[src/rtl/mem_stage_hs.sv]
// Memory-access stage between EX and WB: variable-latency req/ack data-memory port, big-endian byte enables.
// Optional macro MEM_UNALIGNED_EN enables LWL/LWR/SWL/SWR; without it those ops raise addr_err.
module mem_stage_hs #(
  parameter int ADDR_W  = 32,
  parameter int TIMEOUT = 255
) (
  input  logic              CLK,
  input  logic              RESET,
  input  logic              in_valid,
  output logic              in_ready,
  input  logic [31:0]       Instr_IN,
  input  logic [31:0]       PC_IN,
  input  logic [ADDR_W-1:0] ALU_result_IN,
  input  logic [31:0]       MemWriteData_IN,
  input  logic [4:0]        WriteRegister_IN,
  input  logic              RegWrite_IN,
  input  logic              MemRead_IN,
  input  logic              MemWrite_IN,
  input  logic [5:0]        ALU_Control_IN,
  output logic              out_valid,
  output logic [31:0]       Instr_OUT,
  output logic [31:0]       PC_OUT,
  output logic [4:0]        WriteRegister_OUT,
  output logic              RegWrite_OUT,
  output logic [31:0]       WriteData_OUT,
  output logic              dm_req,
  output logic              dm_we,
  output logic [ADDR_W-1:0] dm_addr,
  output logic [31:0]       dm_wdata,
  output logic [3:0]        dm_be,
  input  logic              dm_ack,
  input  logic [31:0]       dm_rdata,
  output logic              addr_err,
  output logic              timeout_err
);

  localparam logic [1:0] S_IDLE   = 2'd0;
  localparam logic [1:0] S_ACCESS = 2'd1;
  localparam logic [1:0] S_RESP   = 2'd2;

  localparam int CNT_W = (TIMEOUT > 255) ? $clog2(TIMEOUT + 1) : 8;
  localparam logic [CNT_W-1:0] CNT_LAST = CNT_W'(TIMEOUT - 1);
  localparam logic [CNT_W-1:0] CNT_MAX  = '1;

`ifdef MEM_UNALIGNED_EN
  localparam logic UNALIGNED_EN = 1'b1;
`else
  localparam logic UNALIGNED_EN = 1'b0;
`endif

  localparam logic [5:0] OP_LB   = 6'b100001;
  localparam logic [5:0] OP_LBU  = 6'b101010;
  localparam logic [5:0] OP_LH   = 6'b101011;
  localparam logic [5:0] OP_LHU  = 6'b101100;
  localparam logic [5:0] OP_LW   = 6'b111101;
  localparam logic [5:0] OP_LL   = 6'b101000;
  localparam logic [5:0] OP_LWC1 = 6'b110101;
  localparam logic [5:0] OP_LWL  = 6'b101101;
  localparam logic [5:0] OP_LWR  = 6'b101110;
  localparam logic [5:0] OP_SB   = 6'b101111;
  localparam logic [5:0] OP_SH   = 6'b110000;
  localparam logic [5:0] OP_SW   = 6'b110001;
  localparam logic [5:0] OP_SC   = 6'b110110;
  localparam logic [5:0] OP_SWL  = 6'b110010;
  localparam logic [5:0] OP_SWR  = 6'b110011;

  logic [1:0]        state_q, state_d;
  logic [CNT_W-1:0]  cnt_q, cnt_d;
  logic              in_ready_q;
  logic [31:0]       instr_q, instr_d, pc_q, pc_d, rt_q, rt_d;
  logic [ADDR_W-1:0] addr_q, addr_d;
  logic [4:0]        wreg_q, wreg_d;
  logic              regw_q, regw_d, we_q, we_d;
  logic [5:0]        op_q, op_d;
  logic              out_valid_q, out_valid_d, addr_err_q, addr_err_d;
  logic              timeout_err_q, timeout_err_d;
  logic [31:0]       wd_out_q, wd_out_d, instr_out_q, instr_out_d, pc_out_q, pc_out_d;
  logic              regw_out_q, regw_out_d;
  logic [4:0]        wreg_out_q, wreg_out_d;

  logic [1:0]  in_off, off_q;
  logic        in_legal, in_store, in_misal, in_mem;
  logic        access;
  logic [3:0]  be_acc;
  logic [31:0] wdata_acc, alu_ext, rd_right, lr_mask, rd_half, ld_result;
  logic [7:0]  rd_byte;

  assign access  = (state_q == S_ACCESS);
  assign off_q   = addr_q[1:0];
  assign in_off  = ALU_result_IN[1:0];
  assign in_mem  = MemRead_IN | MemWrite_IN;
  assign alu_ext = 32'(addr_q);

  // Incoming op classification: store direction, alignment, and legality.
  always_comb begin
    in_legal = 1'b1;
    in_store = 1'b0;
    in_misal = 1'b0;
    case (ALU_Control_IN)
      OP_LB, OP_LBU:         ;
      OP_LH, OP_LHU:         in_misal = in_off[0];
      OP_LW, OP_LL, OP_LWC1: in_misal = (in_off != 2'd0);
      OP_LWL, OP_LWR:        in_legal = UNALIGNED_EN;
      OP_SB:                 in_store = 1'b1;
      OP_SH: begin
        in_store = 1'b1;
        in_misal = in_off[0];
      end
      OP_SW, OP_SC: begin
        in_store = 1'b1;
        in_misal = (in_off != 2'd0);
      end
      OP_SWL, OP_SWR: begin
        in_store = 1'b1;
        in_legal = UNALIGNED_EN;
      end
      default:               in_legal = 1'b0;
    endcase
  end

  // Byte-lane enables and store data for the outstanding request.
  always_comb begin
    be_acc    = 4'b1111;
    wdata_acc = rt_q;
    case (op_q)
      OP_LB, OP_LBU, OP_SB: begin
        be_acc    = 4'b1000 >> off_q;
        wdata_acc = {4{rt_q[7:0]}};
      end
      OP_LH, OP_LHU, OP_SH: begin
        be_acc    = 4'b1100 >> off_q;
        wdata_acc = {2{rt_q[15:0]}};
      end
      OP_LWL, OP_SWL: begin
        be_acc    = 4'b1111 >> off_q;
        wdata_acc = rt_q >> {off_q, 3'b000};
      end
      OP_LWR, OP_SWR: begin
        be_acc    = 4'b1111 << (~off_q);
        wdata_acc = rt_q << {~off_q, 3'b000};
      end
      default: ;
    endcase
  end

  // Big-endian: shifting right by 8*(3-o) brings byte o into the low lane.
  assign rd_right = dm_rdata >> {~off_q, 3'b000};
  assign rd_byte  = rd_right[7:0];
  assign rd_half  = {16'h0000, (off_q[1] ? dm_rdata[15:0] : dm_rdata[31:16])};
  assign lr_mask  = 32'hFFFF_FFFF >> {~off_q, 3'b000};

  always_comb begin
    ld_result = alu_ext;
    case (op_q)
      OP_LB:                 ld_result = {{24{rd_byte[7]}}, rd_byte};
      OP_LBU:                ld_result = {24'h000000, rd_byte};
      OP_LH:                 ld_result = {{16{rd_half[15]}}, rd_half[15:0]};
      OP_LHU:                ld_result = rd_half;
      OP_LW, OP_LL, OP_LWC1: ld_result = dm_rdata;
      OP_LWL:                ld_result = (dm_rdata << {off_q, 3'b000}) |
                                         (rt_q & ~(32'hFFFF_FFFF << {off_q, 3'b000}));
      OP_LWR:                ld_result = (rt_q & ~lr_mask) | rd_right;
      OP_SC:                 ld_result = 32'd1;
      default:               ;
    endcase
  end

  always_comb begin
    state_d       = state_q;
    cnt_d         = cnt_q;
    instr_d       = instr_q;
    pc_d          = pc_q;
    addr_d        = addr_q;
    rt_d          = rt_q;
    wreg_d        = wreg_q;
    regw_d        = regw_q;
    op_d          = op_q;
    we_d          = we_q;
    out_valid_d   = 1'b0;
    addr_err_d    = 1'b0;
    timeout_err_d = 1'b0;
    wd_out_d      = wd_out_q;
    regw_out_d    = regw_out_q;
    case (state_q)
      S_IDLE: begin
        if (in_valid && in_ready_q) begin
          instr_d = Instr_IN;
          pc_d    = PC_IN;
          addr_d  = ALU_result_IN;
          rt_d    = MemWriteData_IN;
          wreg_d  = WriteRegister_IN;
          regw_d  = RegWrite_IN;
          op_d    = ALU_Control_IN;
          we_d    = in_store;
          cnt_d   = '0;
          if (!in_mem) begin
            state_d     = S_RESP;
            out_valid_d = 1'b1;
            wd_out_d    = 32'(ALU_result_IN);
            regw_out_d  = RegWrite_IN;
          end else if (!in_legal || in_misal) begin
            state_d     = S_RESP;
            out_valid_d = 1'b1;
            addr_err_d  = 1'b1;
            wd_out_d    = 32'(ALU_result_IN);
            regw_out_d  = 1'b0;
          end else begin
            state_d = S_ACCESS;
          end
        end
      end
      S_ACCESS: begin
        // An ack in the final timeout cycle still completes normally.
        if (dm_ack) begin
          state_d     = S_RESP;
          out_valid_d = 1'b1;
          wd_out_d    = ld_result;
          regw_out_d  = regw_q;
        end else if (cnt_q >= CNT_LAST) begin
          state_d       = S_RESP;
          out_valid_d   = 1'b1;
          timeout_err_d = 1'b1;
          wd_out_d      = 32'd0;
          regw_out_d    = 1'b0;
        end else if (cnt_q != CNT_MAX) begin
          cnt_d = cnt_q + 1'b1;
        end
      end
      S_RESP:  state_d = S_IDLE;
      default: state_d = S_IDLE;
    endcase
  end

  assign instr_out_d = out_valid_d ? instr_d : instr_out_q;
  assign pc_out_d    = out_valid_d ? pc_d    : pc_out_q;
  assign wreg_out_d  = out_valid_d ? wreg_d  : wreg_out_q;

  always_ff @(posedge CLK or negedge RESET) begin
    if (!RESET) begin
      state_q       <= S_IDLE;
      cnt_q         <= '0;
      in_ready_q    <= 1'b0;
      instr_q       <= '0;
      pc_q          <= '0;
      addr_q        <= '0;
      rt_q          <= '0;
      wreg_q        <= '0;
      regw_q        <= 1'b0;
      op_q          <= '0;
      we_q          <= 1'b0;
      out_valid_q   <= 1'b0;
      addr_err_q    <= 1'b0;
      timeout_err_q <= 1'b0;
      wd_out_q      <= '0;
      regw_out_q    <= 1'b0;
      wreg_out_q    <= '0;
      instr_out_q   <= '0;
      pc_out_q      <= '0;
    end else begin
      state_q       <= state_d;
      cnt_q         <= cnt_d;
      in_ready_q    <= (state_d == S_IDLE);
      instr_q       <= instr_d;
      pc_q          <= pc_d;
      addr_q        <= addr_d;
      rt_q          <= rt_d;
      wreg_q        <= wreg_d;
      regw_q        <= regw_d;
      op_q          <= op_d;
      we_q          <= we_d;
      out_valid_q   <= out_valid_d;
      addr_err_q    <= addr_err_d;
      timeout_err_q <= timeout_err_d;
      wd_out_q      <= wd_out_d;
      regw_out_q    <= regw_out_d;
      wreg_out_q    <= wreg_out_d;
      instr_out_q   <= instr_out_d;
      pc_out_q      <= pc_out_d;
    end
  end

  assign in_ready          = in_ready_q;
  assign out_valid         = out_valid_q;
  assign addr_err          = addr_err_q;
  assign timeout_err       = timeout_err_q;
  assign WriteData_OUT     = wd_out_q;
  assign RegWrite_OUT      = regw_out_q;
  assign WriteRegister_OUT = wreg_out_q;
  assign Instr_OUT         = instr_out_q;
  assign PC_OUT            = pc_out_q;
  assign dm_req            = access;
  assign dm_we             = access & we_q;
  assign dm_be             = access ? be_acc : 4'b0000;
  assign dm_addr           = {addr_q[ADDR_W-1:2], 2'b00};
  assign dm_wdata          = wdata_acc;

endmodule

[config.mk]
export PLATFORM = sky130hd
export DESIGN_NAME = mem_stage_hs
export DESIGN_NICKNAME = d
export VERILOG_FILES = /design/src/rtl/mem_stage_hs.sv
export SDC_FILE = /design/constraint.sdc
export NUM_CORES = 1
export LEC_CHECK = 0
export CAP_MARGIN = 25
export CELL_PAD_IN_SITES_DETAIL_PLACEMENT = 0
export CELL_PAD_IN_SITES_GLOBAL_PLACEMENT = 1
export CORE_MARGIN = 8
export CORE_UTILIZATION = 39
export CTS_BUF_LIST = sky130_fd_sc_hd__clkbuf_4 sky130_fd_sc_hd__clkbuf_8
export CTS_CLUSTER_SIZE = 16
export DETAILED_ROUTE_END_ITERATION = 8
export PLACE_DENSITY_LB_ADDON = 0.1
export SLEW_MARGIN = 5
export SYNTH_ARGS = -nofsm -noshare
export SYNTH_HDL_FRONTEND = slang
export SYNTH_SLANG_ARGS = --single-unit
[constraint.sdc]
create_clock -name CLK -period 3.3 [get_ports CLK]
set_clock_uncertainty 0.05 [all_clocks]
set_input_delay 0.495 -clock CLK [delete_from_list [all_inputs] [get_ports CLK]]
set_output_delay 0.495 -clock CLK [all_outputs]
set_load 0.005 [all_outputs]
==> impl_metrics.ini <==
[logic_synthesis]
ys_seq_area_share_pct = 45.7
synthArstFlopShare_pct = 100
synth-main-ff-cell = dfrtp_1
yosys_warnings = 0
avgSynthCellArea_um2 = 9.53
syn_inst = 1476
yosysUniqueCellTypes = 76
synth_edf_count = 0
ys_seq_elements = 257
synthesis.area_um2 = 14100

[routing]
wl_um = 52600
drc_errors = 0
vias_per_cell = 5.45
antenna_left = 0
post_drt_wl_per_cell_um = 22.3
vias = 12800
drtIter0Drc = 1082
dr.pass1.iters = 6

[hold_path]
holdCritStartpoint = MemWriteData_IN[7]
min_path_type = input pin to register

[die]
fp.coreArea_um2 = 35600
rows = 69
die_w_um = 206
ios = 354
die_h_um = 206
dieArea_um2 = 42400
start_util_pct = 39.5

[sta]
worst_pin_slew_ns = 1.07
drv_slew = 0
setup_ws_ns = -0.111
rsz0062_at_grt = true
period_minus_slack_ns = 3.41
fmax_mhz = 293
hold_viol_final = 0
setup_viol = 15
slew_headroom_pct = 28.2
final.period_utilization_pct = 103
holdWs_ns = 0.362

[setup_path]
r2r-start = op_q[2]
arrival_ns = 2.87
r2r_slack_ns = 0.15
startpoint = op_q[2]
start_kind = register
worstPathRequired_ns = 2.75
worstSetupPathType = register to primary output
cp_max_fo = 6
endpoint_kind = primary output

[finish]
fin_nets = 2031
drive_gt1_share_pct = 21.3
n_fill_cell = 3244
area_delta_synth_final_pct = 39.4
final_cell_area_um2 = 19600

[pwr]
p_clk_share_pct = 20.5
p_sw_share_pct = 36.6
p_seq_share_pct = 33.4
switching_power_w = 0.00632
p_leak_nw = 8.94
vdd_ir_drop_max_mv = 0.533
combPwrFrac_pct = 46.1
power_density_nw_per_um2 = 880
p_int_w = 0.0109

[clock_network]
cts.sinks = 257
cts_root_buf = clkbuf_8
clk_latency_ns = 0.62
clkTransAtPathRegs_ns = 0.05
cts_tree = done
ctsHtreeMaxLevel = 2
cts_buffers = 48
clockBufferDepth = 3

[grt]
gr-total-overflow = 0
grt_pass1_vias = 12900
antenna_found_initial = 5
grt_pass1_wl_um = 78800
grt_max_degree = 151
grtUsageTotal_pct = 24.0

[status]
status = complete, but fails checks
violations = setup timing

[place]
portBuffers = 351
gp_congestion = 0.843
place_area_um2 = 18200
dp_hpwl_um = 37300

[run]
maxCapViolations = 0
[worst max-delay path, cell delays in order (launching register included)]
cell,delay (ns)
dfrtp_2,0.43
buf_4,0.15
or3b_4,0.42
nor2b_4,0.14
o21ai_4,0.09
buf_6,0.15
a21o_4,0.21
a222oi_1,0.40
nand2_1,0.12
buf_2,0.15
[registers in the layout, summed over array words and instances (netlist names)]
signal,count
PC_OUT,32
addr_q,32
wreg_q,5
state_q,2
out_valid,1
cnt_q,8
in_ready,1
WriteRegister_OUT,5
addr_err,1
timeout_err,1
rt_q,32
instr_q,32
RegWrite_OUT,1
WriteData_OUT,32
pc_q,32
regw_q,1
we_q,1
Instr_OUT,32
op_q,6
[cell usage in the layout, fill, tap and decap left out, types with 13 or more instances in the layout]
master and instances:
inv_1 23, clkdlybuf4s50_1 314, buf_4 75, mux2i_1 49
buf_6 16, a21oi_1 13, o21ai_0 61, buf_2 34
nand2_1 501, clkbuf_8 65, a222oi_1 22, a22oi_1 24
mux2_2 105, mux4_2 23, nor2_1 34, dfrtp_1 253
a22o_1 30
[routing by layer]
layer	up-vias	share of wire, %	global-route usage, %	wire length (um)
met5	-	0.057	0	30
met4	4	2.6	7.96	1370
met3	91	8.7	5.82	4550
met2	559	45	36.6	23700
met1	6248	44	33.2	22900
li1	5911	-	-	-
[stage by stage]
stage | cells | total power [W] | setup WS, ns | util, % | setup TNS, ns
2_1_floorplan | 1477 | 0.00949 | 0.579 | - | 0
3_3_place_gp | 2226 | 0.0135 | 0.130 | 51.1 | 0
3_5_place_dp | 2226 | 0.0136 | 0.0908 | 51.1 | 0
4_1_cts | 2339 | 0.0172 | -0.120 | 54.7 | -1.55
5_1_grt | 2353 | 0.0183 | -0.212 | 55.1 | -3.13
6_report | 2353 | 0.0173 | -0.111 | 55.1 | -0.616
[cells in the mapped netlist (all sizes together) (5+ instances only)]
library cell,number,area (um^2)
nor2b,6,37.5
mux2,105,1180
o21ai,65,333
a211o,7,61.3
and2,7,43.8
inv,23,86.3
a222oi,22,220
nor3,6,35.0
mux4,23,518
a22o,30,263
a221oi,6,52.6
a31oi,7,43.8
nand3,11,55.1
o2bb2ai,7,61.3
a22oi,24,180
and3,12,75.1
nor4b,10,93.8
nor3b,5,48.8
clkbuf,54,203
a21o,6,45.0
a221o,11,110
o211ai,8,60.1
buf,80,524
nand2b,7,43.8
mux2i,49,490
nand2,501,1880
a21oi,20,119
dfrtp,257,6430
nor2,37,139
xor2,6,52.6
a32oi,9,86.3
[power groups by stage]
stage / sequential, W / clock [W] / combinational, W
floorplan: 0.00528 / 0 / 0.00420
global placement: 0.00571 / 0 / 0.00774
detailed placement: 0.00576 / 0 / 0.00779
CTS: 0.00572 / 0.00363 / 0.00788
global route: 0.00593 / 0.00378 / 0.00862
finish: 0.00576 / 0.00355 / 0.00795
[timing repair]
| item | 4_1_cts | 5_1_grt |
|---|---|---|
| pin swaps | 43 | 23 |
| endpoints found under the hold margin | 67 | 0 |
| setup buffers | 24 | 11 |
| cloned | 1 | 1 |
| endpoints found under the setup margin | 36 | 36 |
| hold buffers | 1 | 0 |
| resized for setup | 164 | 27 |
[cells by family (layout without fill, tap and decap cells)]
| family | after synthesis | in the layout | synth area share (%) |
|---|---|---|---|
| compound gates | 247 | 248 | 13.3 |
| xor+xnor | 6 | 6 | 0.374 |
| fa+ha+maj | 2 | 2 | 0.178 |
| buf+inv | 157 | 568 | 5.78 |
| flops | 257 | 257 | 45.7 |
| mux | 177 | 177 | 15.6 |
| other cells | 1 | 5 | 0.0267 |
| simple gates | 629 | 629 | 19.1 |
[layout make-up]
| type | count | area [um^2] | area share (%) |
|---|---|---|---|
| clock buffer | 74 | 962 | 4.91 |
| sequential | 257 | 6440 | 32.8 |
| timing repair buffer | 457 | 4350 | 22.2 |
| antenna | 3 | 7.51 | 0.0383 |
| inverter | 23 | 86.3 | 0.440 |
| tap | 461 | 577 | 2.94 |
| clock inverter | 14 | 163 | 0.830 |
| multi-input combinational | 1064 | 7010 | 35.8 |
[final timing paths]
check	depth (start not counted)	endpoint
hold reg to reg	2	instr_q[8]
hold / removal	3	rt_q[7]
setup / recovery	9	dm_wdata[21]
min in group asynchronous	2	addr_q[12]
max in group asynchronous	3	rt_q[15]
setup reg to reg	10	WriteData_OUT[0]
Power figures use the tool's default switching activity.
